File: src/rtl/periph_pkg.sv
// Shared definitions for the CPU/peripheral nibble handshake link.
// Holds the receiver state encoding and the default link geometry.
package periph_pkg;

    localparam int PERIPH_DATA_W = 4;
    localparam int PERIPH_DEPTH  = 4;
    localparam int PERIPH_CNT_W  = 8;

    typedef enum logic [0:0] {
        IDLE     = 1'b0,
        WAIT_LOW = 1'b1
    } periph_state_e;

endpackage

File: src/rtl/periph_receiver_if.sv
// 4-phase send/ack/dados handshake between the CPU (master) and the peripheral receiver (slave).
interface periph_receiver_if #(
    parameter int DATA_W = periph_pkg::PERIPH_DATA_W
);
    logic              periph_send;
    logic [DATA_W-1:0] periph_dados;
    logic              periph_ack;

    modport master (output periph_send, output periph_dados, input periph_ack);
    modport slave  (input periph_send, input periph_dados, output periph_ack);
endinterface

File: src/rtl/periph_fifo.sv
// Circular DEPTH x DATA_W FIFO with combinational head read and occupancy count.
// The caller must not push while full; pops while empty are ignored.
module periph_fifo #(
    parameter int DATA_W = 4,
    parameter int DEPTH  = 4
) (
    input  logic                       clk,
    input  logic                       srst,
    input  logic                       push_i,
    input  logic [DATA_W-1:0]          push_data_i,
    input  logic                       pop_i,
    output logic [DATA_W-1:0]          rd_data_o,
    output logic                       empty_o,
    output logic                       full_o,
    output logic [$clog2(DEPTH):0]     count_o
);
    localparam int PTR_W = $clog2(DEPTH);
    localparam int CNT_W = PTR_W + 1;

    logic [DATA_W-1:0] mem_q [DEPTH];
    logic [PTR_W-1:0]  wr_ptr_q, rd_ptr_q;
    logic [CNT_W-1:0]  count_q, count_d;
    logic              pop_ok;

    assign empty_o   = (count_q == '0);
    assign full_o    = (count_q == CNT_W'(DEPTH));
    assign pop_ok    = pop_i && !empty_o;
    assign count_o   = count_q;
    // Head reads as zero when empty so the output is defined straight out of reset.
    assign rd_data_o = empty_o ? '0 : mem_q[rd_ptr_q];

    always_comb begin
        count_d = count_q;
        unique case ({push_i, pop_ok})
            2'b10:   count_d = count_q + 1'b1;
            2'b01:   count_d = count_q - 1'b1;
            default: count_d = count_q;
        endcase
    end

    always_ff @(posedge clk) begin
        if (srst) begin
            wr_ptr_q <= '0;
            rd_ptr_q <= '0;
            count_q  <= '0;
        end else begin
            if (push_i) wr_ptr_q <= wr_ptr_q + 1'b1;
            if (pop_ok) rd_ptr_q <= rd_ptr_q + 1'b1;
            count_q <= count_d;
        end
    end

    always_ff @(posedge clk) begin
        if (push_i) mem_q[wr_ptr_q] <= push_data_i;
    end
endmodule

File: src/rtl/periph_receiver.sv
// Responder end of the send/ack/dados 4-phase handshake; buffers each nibble in a FIFO.
// Define PERIPH_SYNC_EN to pass periph_send through a 2-flop synchronizer first.
module periph_receiver
    import periph_pkg::*;
#(
    parameter int DATA_W = PERIPH_DATA_W,
    parameter int DEPTH  = PERIPH_DEPTH,
    parameter int CNT_W  = PERIPH_CNT_W
) (
    input  logic                    periph_clock,
    input  logic                    periph_reset,
    periph_receiver_if.slave        hs,
    input  logic                    rd_en,
    output logic [DATA_W-1:0]       rd_data,
    output logic                    rd_valid,
    output logic [$clog2(DEPTH):0]  fifo_count,
    output logic [CNT_W-1:0]        rx_count
);
    periph_state_e     state_q;
    logic              ack_q;
    logic [CNT_W-1:0]  rx_count_q;
    logic              send_s;
    logic              fifo_full;
    logic              fifo_empty;
    logic              accept;
    logic              push;

`ifdef PERIPH_SYNC_EN
    logic [1:0] sync_q;

    always_ff @(posedge periph_clock) begin
        if (periph_reset) sync_q <= '0;
        else              sync_q <= {sync_q[0], hs.periph_send};
    end

    assign send_s = sync_q[1];
`else
    assign send_s = hs.periph_send;
`endif

    // Full is judged on the pre-edge count, so a same-cycle pop never admits the push.
    assign accept = (state_q == IDLE) && send_s && !fifo_full;
    assign push   = accept && !periph_reset;

    always_ff @(posedge periph_clock) begin
        if (periph_reset) begin
            state_q    <= IDLE;
            ack_q      <= 1'b0;
            rx_count_q <= '0;
        end else begin
            case (state_q)
                IDLE: begin
                    if (accept) begin
                        ack_q      <= 1'b1;
                        rx_count_q <= rx_count_q + 1'b1;
                        state_q    <= WAIT_LOW;
                    end
                end
                WAIT_LOW: begin
                    if (!send_s) begin
                        ack_q   <= 1'b0;
                        state_q <= IDLE;
                    end
                end
                default: begin
                    ack_q   <= 1'b0;
                    state_q <= IDLE;
                end
            endcase
        end
    end

    periph_fifo #(
        .DATA_W (DATA_W),
        .DEPTH  (DEPTH)
    ) u_fifo (
        .clk         (periph_clock),
        .srst        (periph_reset),
        .push_i      (push),
        .push_data_i (hs.periph_dados),
        .pop_i       (rd_en),
        .rd_data_o   (rd_data),
        .empty_o     (fifo_empty),
        .full_o      (fifo_full),
        .count_o     (fifo_count)
    );

    assign hs.periph_ack = ack_q;
    assign rd_valid      = !fifo_empty;
    assign rx_count      = rx_count_q;
endmodule

File: src/flat_wrapper.sv
// flat-port wrapper written by rule: the top's interface ports become plain ports
module periph_receiver_flat import periph_pkg::*;
#(
    parameter int DATA_W = PERIPH_DATA_W,
    parameter int DEPTH  = PERIPH_DEPTH,
    parameter int CNT_W  = PERIPH_CNT_W
)
  (periph_clock, periph_reset, rd_en, rd_data, rd_valid, fifo_count, rx_count, hs_periph_send, hs_periph_dados, hs_periph_ack);
  periph_receiver_if #(.DATA_W(DATA_W)) hs_i ();
  input  logic periph_clock;
  input  logic periph_reset;
  input  logic rd_en;
  output logic [DATA_W-1:0] rd_data;
  output logic rd_valid;
  output logic [$clog2(DEPTH):0] fifo_count;
  output logic [CNT_W-1:0] rx_count;
  input wire logic [$bits(hs_i.periph_send)-1:0] hs_periph_send;
  input wire logic [$bits(hs_i.periph_dados)-1:0] hs_periph_dados;
  output wire logic [$bits(hs_i.periph_ack)-1:0] hs_periph_ack;
  assign hs_i.periph_send = hs_periph_send;
  assign hs_i.periph_dados = hs_periph_dados;
  assign hs_periph_ack = hs_i.periph_ack;
  periph_receiver #(.DATA_W(DATA_W), .DEPTH(DEPTH), .CNT_W(CNT_W)) u_core (.periph_clock(periph_clock), .periph_reset(periph_reset), .hs(hs_i), .rd_en(rd_en), .rd_data(rd_data), .rd_valid(rd_valid), .fifo_count(fifo_count), .rx_count(rx_count));
endmodule
File: config.mk
export PLATFORM = sky130hd
export DESIGN_NAME = periph_receiver_flat
export DESIGN_NICKNAME = d
export VERILOG_FILES = /design/src/rtl/periph_pkg.sv /design/src/rtl/periph_receiver_if.sv /design/src/rtl/periph_fifo.sv /design/src/rtl/periph_receiver.sv /design/src/flat_wrapper.sv
export SDC_FILE = /design/constraint.sdc
export NUM_CORES = 1
export LEC_CHECK = 0
export CORE_MARGIN = 3
export CORE_UTILIZATION = 56
export DETAILED_ROUTE_END_ITERATION = 10
export HOLD_SLACK_MARGIN = 0.06
export MAX_ROUTING_LAYER = met4
export PLACE_DENSITY_LB_ADDON = 0.08
export SYNTH_ARGS = -nofsm -noshare
export SYNTH_HDL_FRONTEND = slang
export SYNTH_SLANG_ARGS = --single-unit
File: constraint.sdc
create_clock -name periph_clock -period 4.35 [get_ports periph_clock]
set_input_delay 0.435 -clock periph_clock [delete_from_list [all_inputs] [get_ports periph_clock]]
set_output_delay 0.435 -clock periph_clock [all_outputs]
set_load 0.005 [all_outputs]
**Yosys cells after proc, flatten, opt, wreduce, memory -nomap -nowiden**

Memory sizes are Yosys's and may differ from the RTL's. A register that Yosys moved wholly into a read port is not among the register bits.
Cells that the tools add are included.

- Word-level logic and storage cells: 41
- Output and inout bits: 17
- RAM bits: 16
- Bits in registers: 17
- Input port bits: 8
- Memories: 1

- $add $sub $neg: 5
- Bitwise logic cells: 1
- Mux-type cells: 12
- Eq/ne operators: 5
- Reduce and logical (&&, ||, !) cells: 11

Memories:

| memory | words | bits a word | read ports | clocked after Yosys merged registers in | write ports | line | RTL |
|---|---|---|---|---|---|---|---|
| u_core.u_fifo.mem_q | 4 | 4 | 1 | 1 | 1 | periph_fifo.sv:20 | `logic [DATA_W-1:0] mem_q [DEPTH];` |

Operators by type and width:

| operator | number |
|---|---|
| $add 8x1->8 const B | 1 |
| $mux 1 | 6 |
| $pmux 3 s2 | 1 |
| $add 2x1->2 const B | 2 |
| $logic_and 1x1->1 | 4 |
| $mux 2 | 2 |
| $mux 4 | 1 |
| $pmux 1 s2 | 2 |
| $reduce_and 2->1 | 2 |
| $add 3x1->3 const B | 1 |
| $eq 3x3->1 const B | 1 |
| $logic_not 1->1 | 3 |
| $logic_not 3->1 | 1 |
| $sub 3x1->3 const B | 1 |
| $eq 2x1->1 const B | 1 |
| $eq 2x2->1 const B | 1 |
| $ne 2x1->1 const B | 1 |
| $ne 2x2->1 const B | 1 |
| $reduce_bool 2->1 | 1 |
| $not 1->1 | 1 |

**Logic depth before layout (Yosys ltp)**

- Word-level depth: 6
- Mapped depth: 10
- Gate-level depth less buffers: 8

**Hierarchy**

A second synthesis with hierarchy kept.

- Cells, all modules: 123
- Area total of the unflattened synthesis: 1507.7 µm²

Modules (own cells, without submodules):

| module | times used | cells each | area each (µm²) | sequential area each (µm²) |
|---|---|---|---|---|
| periph_fifo | 1 | 74 | 1057.3 | 660.6 |
| periph_receiver | 1 | 49 | 450.4 | 200.2 |

**Worst setup path before layout**

No wires, ideal clock.

- Path type: register to register
- Start: register u_core.u_fifo.count_q[2], in the netlist u_core.u_fifo.count_o[2]
- End: register u_core.u_fifo.count_q[2], in the netlist u_core.u_fifo.count_o[2]
- Arrival: 2.281 ns
- Setup slack: 1.998 ns
- Required time: 4.279 ns
- Setup time: 0.071 ns
- Stages on the path, launching flop included: 10
- Path buffers: 1
- Clock period less this slack: 2.352 ns
- Cell sequence: dfxtp_1 nor3b_2 or3_1 clkbuf_1 ha_1 inv_1 fa_1 xor2_1 or3_2 a21oi_1

- Word-level cells in the longest chain between the ends: 6
- Elaborated cells on any way between the ends: 13
- Those cells by class: 2 x add/sub; 3 x eq/ne; 1 x mux; 7 x reduce/logical

Ends and longest elaborated chain:

| what | line | RTL |
|---|---|---|
| start, declared | periph_fifo.sv:22 | `logic [CNT_W-1:0] count_q, count_d;` |
| start signal, assigned | periph_fifo.sv:49 | `count_q <= count_d;` |
| $eq 3x3->1 | periph_fifo.sv:26 | `assign full_o = (count_q == CNT_W'(DEPTH));` |
| $logic_not 1->1 | periph_receiver.sv:42 | `assign accept = (state_q == IDLE) && send_s && !fifo_full;` |
| $logic_and 1x1->1 | periph_receiver.sv:42 |  |
| $logic_and 1x1->1 | periph_receiver.sv:43 | `assign push = accept && !periph_reset;` |
| $eq 2x1->1 or $eq 2x2->1 (tied branches) | periph_fifo.sv:34 | `unique case ({push_i, pop_ok})` |
| $pmux 3 s2 or $reduce_bool 2->1 (tied branches) | n/a |  |

Several ways; a longest one is shown, not always the timed one.
A chain may end at the register's enable or synchronous reset.

**Worst setup path in the final report**

- Start: input port hs_periph_send
- End: register u_core.u_fifo.count_q[2], in the netlist u_core.u_fifo.count_o[2]

- Word-level cells in the longest chain between the ends: 5
- Elaborated cells on any way between the ends: 7
- Those cells by class: 2 x eq/ne; 1 x mux; 4 x reduce/logical

Ends and longest elaborated chain:

| what | line | RTL |
|---|---|---|
| start, declared | flat_wrapper.sv:17 | `input wire logic [$bits(hs_i.periph_send)-1:0] hs_periph_send;` |
| $logic_and 1x1->1 (*) (2 in a row) | periph_receiver.sv:42 |  |
| $logic_and 1x1->1 (*) | periph_receiver.sv:43 |  |
| $eq 2x1->1 or $eq 2x2->1 (tied branches) | periph_fifo.sv:34 |  |
| $pmux 3 s2 or $reduce_bool 2->1 (tied branches) | n/a |  |

Every way passes the cells marked *; elsewhere a longest branch is shown, timed or not.

==> results.md <==
Drt:
- The starting DRC count in detailed routing is 35.
- For this block, the via count after detailed routing is 1095.
- The remaining number of nets flagged by the antenna check after routing is 0.
- The total wirelength of the detailed-routed design is 2900 um.
- The first TritonRoute pass finished after 4 iterations.
- The number of DRC violations after detailed routing is 0.
- After detailed routing, the average wire length per cell comes to 15.0 um.
- Using the TritonRoute via totals, the vias-per-cell ratio works out to 5.64.

Worst setup path:
- In this run the worst path has a maximum fanout of 10.
- The kind of end point of the critical path is a register.
- The critical path is of the in -> reg type.
- The startpoint of the most critical register-to-register path is u_core.u_fifo.count_o[2].
- In this run the worst setup path begins at hs_periph_send.
- For the worst setup path, the data arrival time is between 2000 and 3000 ps.
- The startpoint kind of the worst setup timing path is an input pin.
- The required time reported for the critical path endpoint is between 4000 and 5000 ps.

Die:
- The floorplan die area is 3450 um2.
- The x dimension of the die is just under 60 um.
- The region available for standard cell placement spans 2570 um2.
- The floorplan step set the die height to ~60 um.
- The top-level port count is 25.
- The initial cell density of the core is 0.606.
- In this run the core area contains 18 standard-cell rows.

Timing:
- Setup repair after global routing left no endpoint under its margin.
- Of the available clock period, the critical path in the final layout requires 0.579.
- In the final timing run, aggregate negative setup slack is 0 ps.
- The shortest period the worst path allows is 2520 ps.
- The minimum hold slack is 493 ps.
- The final setup violation count is 0.
- The final-report hold violation count came to 0.
- The worst pin sits at a relative slew slack of 0.614.
- The count of final max-slew check failures is 0.
- Timing would allow up to slightly below 400 MHz.
- Across the routed clock network, the largest skew measured is 2.67 ps.
- At the pin with the least slew margin, the transition time is 574 ps.

Yosys:
- The count of state elements after synthesis is 35.
- For this run, the register share of the synthesized area comes to 0.553.
- The number of nets produced by synthesis is 150.
- The total standard cell area after synthesis is approximately 1600 um2.
- After synthesis, the mean cell area works out to 11.5 um2.
- The number of warnings printed during yosys synthesis is 0.
- In the synthesized netlist, the number of instances is approximately 140.
- Yosys mapped the design onto 31 distinct sky130hd cell types.

Finish:
- The antenna cell count is 0.
- The library cell used most frequently in the layout, excluding fill and tap cells, is sky130_fd_sc_hd__clkdlybuf4s50_1.
- The proportion of layout cells with a drive suffix above 1 is 0.128.
- After the last flow step, the layout net total stands at between 150 and 200.
- The multi-input combinational cells in the finished layout cover a total of 629 um2.
- The finished cells cover roughly 1900 um2.
- Across the whole layout, storage elements account for 861 um2.
- Relative to the synthesized area, the layout overhead comes to 21.2%.
- Leaving out fill and tap cells, the most frequent cells in the layout are sky130_fd_sc_hd__clkdlybuf4s50_1, sky130_fd_sc_hd__dfxtp_1, sky130_fd_sc_hd__edfxtp_1.
- The fill cell total of the finished layout is 193.

Pwr:
- For this design the ratio of total power to cell area is 453 nW/um2.
- Of the total power, combinational logic draws 0.311.
- The portion of total power attributed to the clock network is 0.199.
- The worst supply voltage drop on vdd is 355 uV.
- In this run the static leakage power is roughly 0.66 nW.
- Internal power comes to 0.589 mW.
- The switching share of total power is 0.310.
- In this run the power spent charging and discharging nets is 0.264 mW.
- The sequential fraction of design power is 0.490.

GRT:
- For this run, the total global-route usage over all layers was measured as 0.201.
- The number of global-route vias before repair is 1071.
- The number of antenna violations at the first check in global routing is 0.
- After global routing the overflow that remains totals 0.
- The wire length of the first global-routing pass is 5000 um.
- Entering global routing, the biggest net connects 22 pins.

Place:
- The detailed placement HPWL is 2100 um.
- The total placed instance area is 1830 um2.
- The placer congestion estimate is 0.791.
- The number of buffer cells added on primary ports is 24.

Clocking:
- The maximum level of the CTS H-tree is 2.
- Buffers inserted to repair hold after CTS numbered 0.
- TritonCTS built the clock tree.
- After clock tree synthesis, the clock-pin slew on the worst setup and hold paths is about 110 ps.
- The buffer depth of the longest clock path is 2.
- The number of gates given a new drive strength after cts is 0.
- The post-CTS setup buffer count is 0.
- The clock buffer count from CTS is 5.
- The clock insertion delay at the later pin of the skew report is 320 ps.
- The clock root buffer is sky130_fd_sc_hd__clkbuf_4.
- The clock net sink count is 35.

Status:
- The run finished with clean final reports.

Min path:
- The startpoint of the worst hold path is u_core.hs.periph_ack.
- The worst hold-check path type is reg -> reg.

Run:
- The count of max-cap constraint violations is 0.
-- stage by stage --
stage | setup slack [ps] | total power [mW] | utilization | std cells
6_report | 1830 | 0.854 | 0.734 | 194
5_1_grt | 1660 | 0.917 | 0.734 | 194
4_1_cts | 1840 | 0.865 | 0.734 | 194
3_5_place_dp | 1500 | 0.693 | 0.712 | 186
3_3_place_gp | 1640 | 0.685 | 0.712 | 186
2_1_floorplan | 2000 | 0.567 | - | 135
-- per-layer routing --
metal | global-route usage | routed length [um]
met1 | 0.260 | 1260
met2 | 0.313 | 1430
met3 | 0.0482 | 190
met4 | 0.0712 | 20
met5 | - | 0
-- logic make-up after synthesis --
| family | share of synthesized area |
|---|---|
| AOI/OAI and AO/OA | 0.0877 |
| xor gates and xnor gates | 0.0225 |
| adders and majority gates | 0.0611 |
| buffers and inverters | 0.0418 |
| DFF | 0.553 |
| muxes | 0.0748 |
| and+or+nand+nor | 0.158 |
-- power groups by stage --
stage / registers (mW) / logic, mW / clock network [mW]
3_3_place_gp: 0.423 / 0.262 / 0
4_1_cts: 0.420 / 0.269 / 0.176
2_1_floorplan: 0.417 / 0.150 / 0
6_report: 0.418 / 0.265 / 0.170
3_5_place_dp: 0.427 / 0.266 / 0
5_1_grt: 0.425 / 0.299 / 0.194
-- sequential cells by signal (all words and copies together) (netlist names), named ones only --
register	cells
u_core.u_fifo.mem_q	16
u_core.u_fifo.count_o	3
u_core.u_fifo.wr_ptr_q	2
u_core.u_fifo.rd_ptr_q	2
u_core.hs.periph_ack	1
u_core.rx_count	8
u_core.state_q	1
-- Yosys cell counts (all sizes together) --
| cell type | count | area, um2 |
|---|---|---|
| a21oi | 12 | 60.1 |
| and2b | 1 | 8.76 |
| and3 | 1 | 11.3 |
| buf | 2 | 8.75 |
| clkbuf | 3 | 11.3 |
| dfxtp | 19 | 380 |
| edfxtp | 16 | 480 |
| fa | 1 | 20.0 |
| ha | 6 | 75.1 |
| inv | 12 | 45.0 |
| mux2 | 2 | 26.3 |
| mux4 | 4 | 90.1 |
| nand2 | 2 | 7.51 |
| nand2b | 2 | 12.5 |
| nand3 | 6 | 30.0 |
| nand4b | 1 | 8.76 |
| nor2 | 12 | 45.0 |
| nor2b | 6 | 37.5 |
| nor3 | 1 | 5.00 |
| nor3b | 1 | 12.5 |
| nor4 | 1 | 6.26 |
| o21ai | 6 | 30.0 |
| o311ai | 1 | 8.76 |
| o31ai | 5 | 37.5 |
| or3 | 3 | 20.0 |
| or3b | 1 | 11.3 |
| or4 | 4 | 30.0 |
| xor2 | 4 | 35.0 |
-- final cells by class --
class                           instances  share of cell area
Multi-Input combinational cell         83               0.334
Inverter                               12              0.0239
Clock buffer                            5              0.0199
Tap cell                               30              0.0199
Sequential cell                        35               0.457
Timing Repair Buffer                   26               0.135
Clock inverter                          3              0.0106
-- worst max-delay path, cell delays in order --
cell,delay [ps]
sky130_fd_sc_hd__clkdlybuf4s50_1,480
sky130_fd_sc_hd__nand2b_1,280
sky130_fd_sc_hd__or3_1,240
sky130_fd_sc_hd__ha_1,210
sky130_fd_sc_hd__inv_1,60
sky130_fd_sc_hd__fa_1,370
sky130_fd_sc_hd__xor2_1,160
sky130_fd_sc_hd__or3_2,410
sky130_fd_sc_hd__a21oi_1,150
-- final timing paths --
| check | slack, ps | depth (start not counted) | end |
|---|---|---|---|
| worst max register to register | 1860 | 9 | u_core.u_fifo.count_o[2] |
| worst min register to register | 490 | 2 | u_core.hs.periph_ack |
| worst min-delay path | 490 | 2 | u_core.hs.periph_ack |
| worst max-delay path | 1830 | 9 | u_core.u_fifo.count_o[2] |
No activity file was read; power rests on OpenSTA's default activity.
==> RTL change 1 (same flow settings) <==
Change the package constant `PERIPH_DEPTH` from 4 to 8.
--- a/src/rtl/periph_pkg.sv
+++ b/src/rtl/periph_pkg.sv
@@ -5,3 +5,3 @@
     localparam int PERIPH_DATA_W = 4;
-    localparam int PERIPH_DEPTH  = 4;
+    localparam int PERIPH_DEPTH  = 8;
     localparam int PERIPH_CNT_W  = 8;
Ports: changed (resized fifo_count); port bits go from 25 to 26. The function was not compared with the original's and may differ.
==> RTL change 1 against the unedited design <==
Setup slack lost 390 ps. Register-to-register slack got worse by 420 ps. Maximum frequency shrank 13%. Critical path depth rose by 2. Largest power group unchanged. Total power increased by 62%. Synthesized cell count rose by 31%. Utilization fell by 2.9 points. Critical endpoint unchanged. Synthesized area rose by 50%. First-iteration DRC count rose to 3.9 times the old value. Count of clock-buffer cells in the layout up 1. Cell count grew 29%. Final area up 43%. Wire length rose by 48%. Sequential cell count grew 20. Largest cell class unchanged.
==> RTL change 1: results (changes against the unedited design) <==
* Run status: completed (unchanged)
* Internal reg-to-reg setup slack at 1440 ps (was 1860 ps)
* Root Buffer: clkbuf_8 (was clkbuf_4)
* Max reg flops at 32 (was 16)
* Synthesized area per cell at 13.18 sq um (was 11.52 sq um)
* GPL Wtd Cong at 0.8803 (was 0.7911)
* Mux cell area share after synthesis at 0.1035 (was 0.07482)
* First-pass GRT wire length at 6948 um (was 5002 um)
* FF-to-FF Start: u_core.u_fifo.count_o[0]$_SDFFE_PP0P_ (was u_core.u_fifo.count_o[2]$_SDFFE_PP0P_)
* Slew margin rel. at 0.2845 (was 0.6145)
* Cell area after placement at 2600 sq um (was 1828 sq um)
* Synth Area in Compound Gates at 0.04024 (was 0.08769)
* Worst clock skew at 7.261 ps (was 2.667 ps)
* Dpl hpwl at 3003 um (was 2101 um)
* Clock network area share at 0.03662 (was 0.03052)
* Crit path DAT at 3140 ps (was 2780 ps)
* Number of global-route vias before repair at 1411 (was 1071)
* Largest net degree at the start of global routing at 27 (was 22)
* Share of the yosys chip area belonging to registers at 0.6094 (was 0.5535)
* Non-CTS inverters at 3 (was 12)
* HP Start: u_core.u_fifo.rd_ptr_q[1]$_SDFFE_PP0P_ (was u_core.hs.periph_ack$_SDFFE_PP0P_)
* Peak VDD IR at 390.7 uV (was 355.5 uV)
* Yosys cell types at 36 (was 31)
* Filler cells at 259 (was 193)
* R2R depth at 11 (was 9)
* Sequential share of cell area at 0.5267 (was 0.4565)
* Fraction of area in multi-input gates at 0.3148 (was 0.3338)
* Hold Path End: u_core.u_fifo.rd_ptr_q[1]$_SDFFE_PP0P_ (was u_core.hs.periph_ack$_SDFFE_PP0P_)
* Buffers excl. clock at 26 (unchanged)
* WL/cell at 17.13 um (was 14.96 um)
* Vias per cell at 6.000 (was 5.644)
* Gr usage total at 0.1887 (was 0.2014)
* Post-Synth Adder-Cell Area at 0.03219 (was 0.06114)
* Main synth FF type: edfxtp_1 (was dfxtp_1)
* DR WL met2 at 2035 um (was 1433 um)
* Share of layout cells above drive strength 1 at 0.1089 (was 0.1280)
* Synth top area share at 0.4120 (was 0.3089)
* Initial DRC count at 136 (was 35)
* Wl on met1 at 1891 um (was 1259 um)
* Synth warn at 0 (unchanged)
* Port bufs at 25 (was 24)
* Placed insts at 242 (was 186)
* Multi-input gate count at 110 (was 83)
* Final layout net count at 215 (was 178)
* Vias at 1500 (was 1095)
* Synthesized netlist net count at 191 (was 150)
* Clock slew at reported path FFs at 90 ps (was 110 ps)
* Synth top cells by count: edfxtp_1, dfxtp_1, nor2_1 (was dfxtp_1, edfxtp_1, a21oi_1, inv_1, nor2_1)
* Top area cells in the synthesized netlist: edfxtp_1, dfxtp_1, mux4_2 (unchanged)
* Met3 WL at 264 um (was 190 um)
* EDFF count, synth at 32 (was 16)
* Register bit count reported by yosys at 55 (was 35)
* Core Util, Final at 0.7054 (was 0.7344)
* Fin Hold WS at 501.7 ps (was 493.2 ps)
RTL change 1: cell types whose count changed after synthesis, sizes merged, moves of 5 or more:
cell    delta
o31ai      -5
nand2      +8
nor2b      -5
edfxtp    +16
inv        -9
nor2       +9
mux2i      +5
RTL change 1: power breakdown:
group	internal, mW	switching [mW]
logic	0.237	0.182
registers	0.591	0.0754
clock network	0.130	0.165
RTL change 1: metal layers:
layer / vias to the layer above / global-route usage
met5: - / -
met4: 0 / 0.08768
met3: 9 / 0.03551
met2: 61 / 0.2744
met1: 735 / 0.2590
li1: 695 / -
RTL change 1: worst max-delay path by stage:
| stage | startpoint | endpoint | slack (ps) | depth (start not counted) |
|---|---|---|---|---|
| global route | u_core.u_fifo.count_o[0]$_SDFFE_PP0P_ | u_core.u_fifo.count_o[2]$_SDFFE_PP0P_ | 1240 | 11 |
| detailed placement | periph_reset | u_core.u_fifo.count_o[2]$_SDFFE_PP0P_ | 1310 | 9 |
| finish | u_core.u_fifo.count_o[0]$_SDFFE_PP0P_ | u_core.u_fifo.count_o[2]$_SDFFE_PP0P_ | 1440 | 11 |
| floorplan | u_core.u_fifo.count_o[1]$_SDFFE_PP0P_ | u_core.u_fifo.count_o[2]$_SDFFE_PP0P_ | 1770 | 12 |
| global placement | periph_reset | u_core.u_fifo.count_o[2]$_SDFFE_PP0P_ | 1420 | 9 |
| CTS | u_core.u_fifo.count_o[0]$_SDFFE_PP0P_ | u_core.u_fifo.count_o[2]$_SDFFE_PP0P_ | 1440 | 11 |
RTL change 1: worst max-delay path, stage by stage (launching register included):
cell and delay [ps]:
dfxtp_1 410, nor4_2 630, inv_1 200, nand2_1 200, inv_1 80, ha_1 280, xor2_1 170, ha_1 190
a21oi_1 140, xor2_1 90, or3_1 310, a21oi_1 140
==> RTL change 2 (same settings) <==
Without the edit above. Register the output `rx_count` once more, with the module's reset; this adds one clock of latency there. The other outputs are not delayed to match.
--- a/src/rtl/periph_receiver.sv
+++ b/src/rtl/periph_receiver.sv
@@ -89,3 +89,9 @@
     assign rd_valid      = !fifo_empty;
-    assign rx_count      = rx_count_q;
+    always_ff @(posedge periph_clock) begin
+        if (periph_reset) begin
+            rx_count <= '0;
+        end else begin
+            rx_count <= rx_count_q;
+        end
+    end
 endmodule
Behaviour: not the same (Yosys sat finds a counterexample within 4 cycles, from zero or initial values and one cycle with periph_reset high).
==> RTL change 2 against the unedited design <==
Total power rose by 17%. Sequential cell count increased by 8. Wire length grew 3.4%. Final area up 12%. Setup slack lost 76 ps. Cell count grew 8.8%. Synthesized area rose by 13%.
==> RTL change 2: results (changes against the unedited design) <==
* WL/cell at 14.23 um (was 14.96 um)
* Vias per cell at 5.370 (was 5.644)
* Wl on met1 at 1221 um (was 1259 um)
* GPL Wtd Cong at 0.7524 (was 0.7911)
* Dpl hpwl at 2196 um (was 2101 um)
* F_max at 0.3855 GHz (was 0.3970 GHz)
* Bufs on Longest Clock Path at 2 (unchanged)
* Largest regs: u_core.u_fifo.mem_q (16), u_core.rx_count (8), u_core.rx_count_q (8)
* Largest net degree at the start of global routing at 29 (was 22)
* Peak VDD IR at 315.1 uV (was 355.5 uV)
* GR Layer Usage met2 at 0.3299 (was 0.3126)
* Layout Cells excl Fill at 211 (was 194)
* Gr usage total at 0.1913 (was 0.2014)
* Layout Area Growth over Synthesis at 19.96% (was 21.24%)
* DR WL met2 at 1643 um (was 1433 um)
* Critical Path Fanout Max at 15 (was 10)
* H-tree levels at 2 (unchanged)
* Number of global-route vias before repair at 1168 (was 1071)
* Internal reg-to-reg setup slack at 1760 ps (was 1860 ps)
* Worst-Skew Late Latency at 340 ps (was 320 ps)
* Setup Fix Bufs, Post-CTS at 0 (unchanged)
* Clock slew at reported path FFs at 120 ps
* Cell area after placement at 2037 sq um (was 1828 sq um)
* M3 GR Usage at 0.06198 (was 0.04825)
* Synth async-reset ratio at 0 (unchanged)
* Final layout net count at 183 (was 178)
* Share of the yosys chip area belonging to registers at 0.5795 (was 0.5535)
* Pre-CTS setup slack at 1642 ps (was 1501 ps)
* CP max stage delay at 560 ps (was 480 ps)
* Met1 Track Usage GR at 0.2018 (was 0.2602)
* Sw Ratio at 0.2795 (was 0.3097)
* Synth top cells by count: dfxtp_1, edfxtp_1, nor2_1, nor2b_1, inv_1 (was dfxtp_1, edfxtp_1, a21oi_1, inv_1, nor2_1)
* EDFF count, synth at 16 (unchanged)
* Crit path DAT at 2880 ps (was 2780 ps)
* Synthesized netlist net count at 155 (was 150)
* Run status: completed (unchanged)
* Synthesized area per cell at 12.58 sq um (was 11.52 sq um)
* First-pass GRT wire length at 5064 um (was 5002 um)
* R2R depth at 9 (unchanged)
* Crit path max-delay family: simple AND/OR/NAND/NOR gates (unchanged)
* Met3 WL at 125 um (was 190 um)
* Top area cells in the synthesized netlist: dfxtp_1, edfxtp_1, mux4_2 (was edfxtp_1, dfxtp_1, mux4_2)
* Total clock buffers created by CTS at 5 (unchanged)
* Filler cells at 205 (was 193)
* # diodes at 0 (unchanged)
* Root Buffer: clkbuf_4 (unchanged)
* Worst Max-Slew Pin Slew at 597.6 ps (was 573.9 ps)
* First-pass detailed-route iteration total at 4 (unchanged)
* Initial DRC count at 84 (was 35)
* Fin Hold WS at 492.8 ps (was 493.2 ps)
* Share of layout cells above drive strength 1 at 0.1302 (was 0.1280)
* Hold Path Stages at 2 (unchanged)
* Worst path slowest cell: nor3b_4 (was clkdlybuf4s50_1)
* Pleak at 0.7648 nW (was 0.6623 nW)
* Placed insts at 203 (was 186)
* Yosys cell types at 36 (was 31)
* Worst clock skew at 7.642 ps (was 2.667 ps)
## RTL change 2: kinds of logic (layout without fill, tap and decap cells)
family,after synthesis,after routing,synth area share
simple gates,46,46,0.1598
flops,43,43,0.5795
compound gates,15,15,0.05540
buf+inv,15,44,0.03764
mux,10,10,0.09375
fa+ha+maj,7,7,0.05398
xor+xnor,4,4,0.01988
## RTL change 2: power groups by stage
stage               combinational [mW]  clock [mW]  sequential, mW
floorplan                        0.153           0           0.495
global placement                 0.257           0           0.502
detailed placement               0.269           0           0.504
CTS                              0.271       0.246           0.495
global route                     0.299       0.265           0.502
finish                           0.268       0.239           0.495
## RTL change 2: area by class of cell
| class | count | share of cell area |
|---|---|---|
| timing repair buffer | 25 | 0.1172 |
| inverter | 11 | 0.01954 |
| clock buffer | 5 | 0.01776 |
| sequential | 43 | 0.4831 |
| clock inverter | 3 | 0.01835 |
| tap | 42 | 0.02487 |
| multi-input combinational | 82 | 0.3191 |
## RTL change 2: worst reg2reg max path, cell delays in order (launching register included)
cell and delay [ps]:
dfxtp_1 470, nor3b_4 560, nor3_1 190, inv_1 90
ha_1 180, inv_1 70, fa_1 380, xor2_1 160
or3_1 310, a21oi_1 140
## RTL change 2: worst paths after layout
check | start | endpoint
worst max register to register | u_core.u_fifo.count_o[2]$_SDFFE_PP0P_ | u_core.u_fifo.count_o[2]$_SDFFE_PP0P_
worst max-delay path | u_core.u_fifo.count_o[2]$_SDFFE_PP0P_ | u_core.u_fifo.count_o[2]$_SDFFE_PP0P_
worst min-delay path | u_core.state_q$_SDFF_PP0_ | u_core.state_q$_SDFF_PP0_
worst min register to register | u_core.state_q$_SDFF_PP0_ | u_core.state_q$_SDFF_PP0_
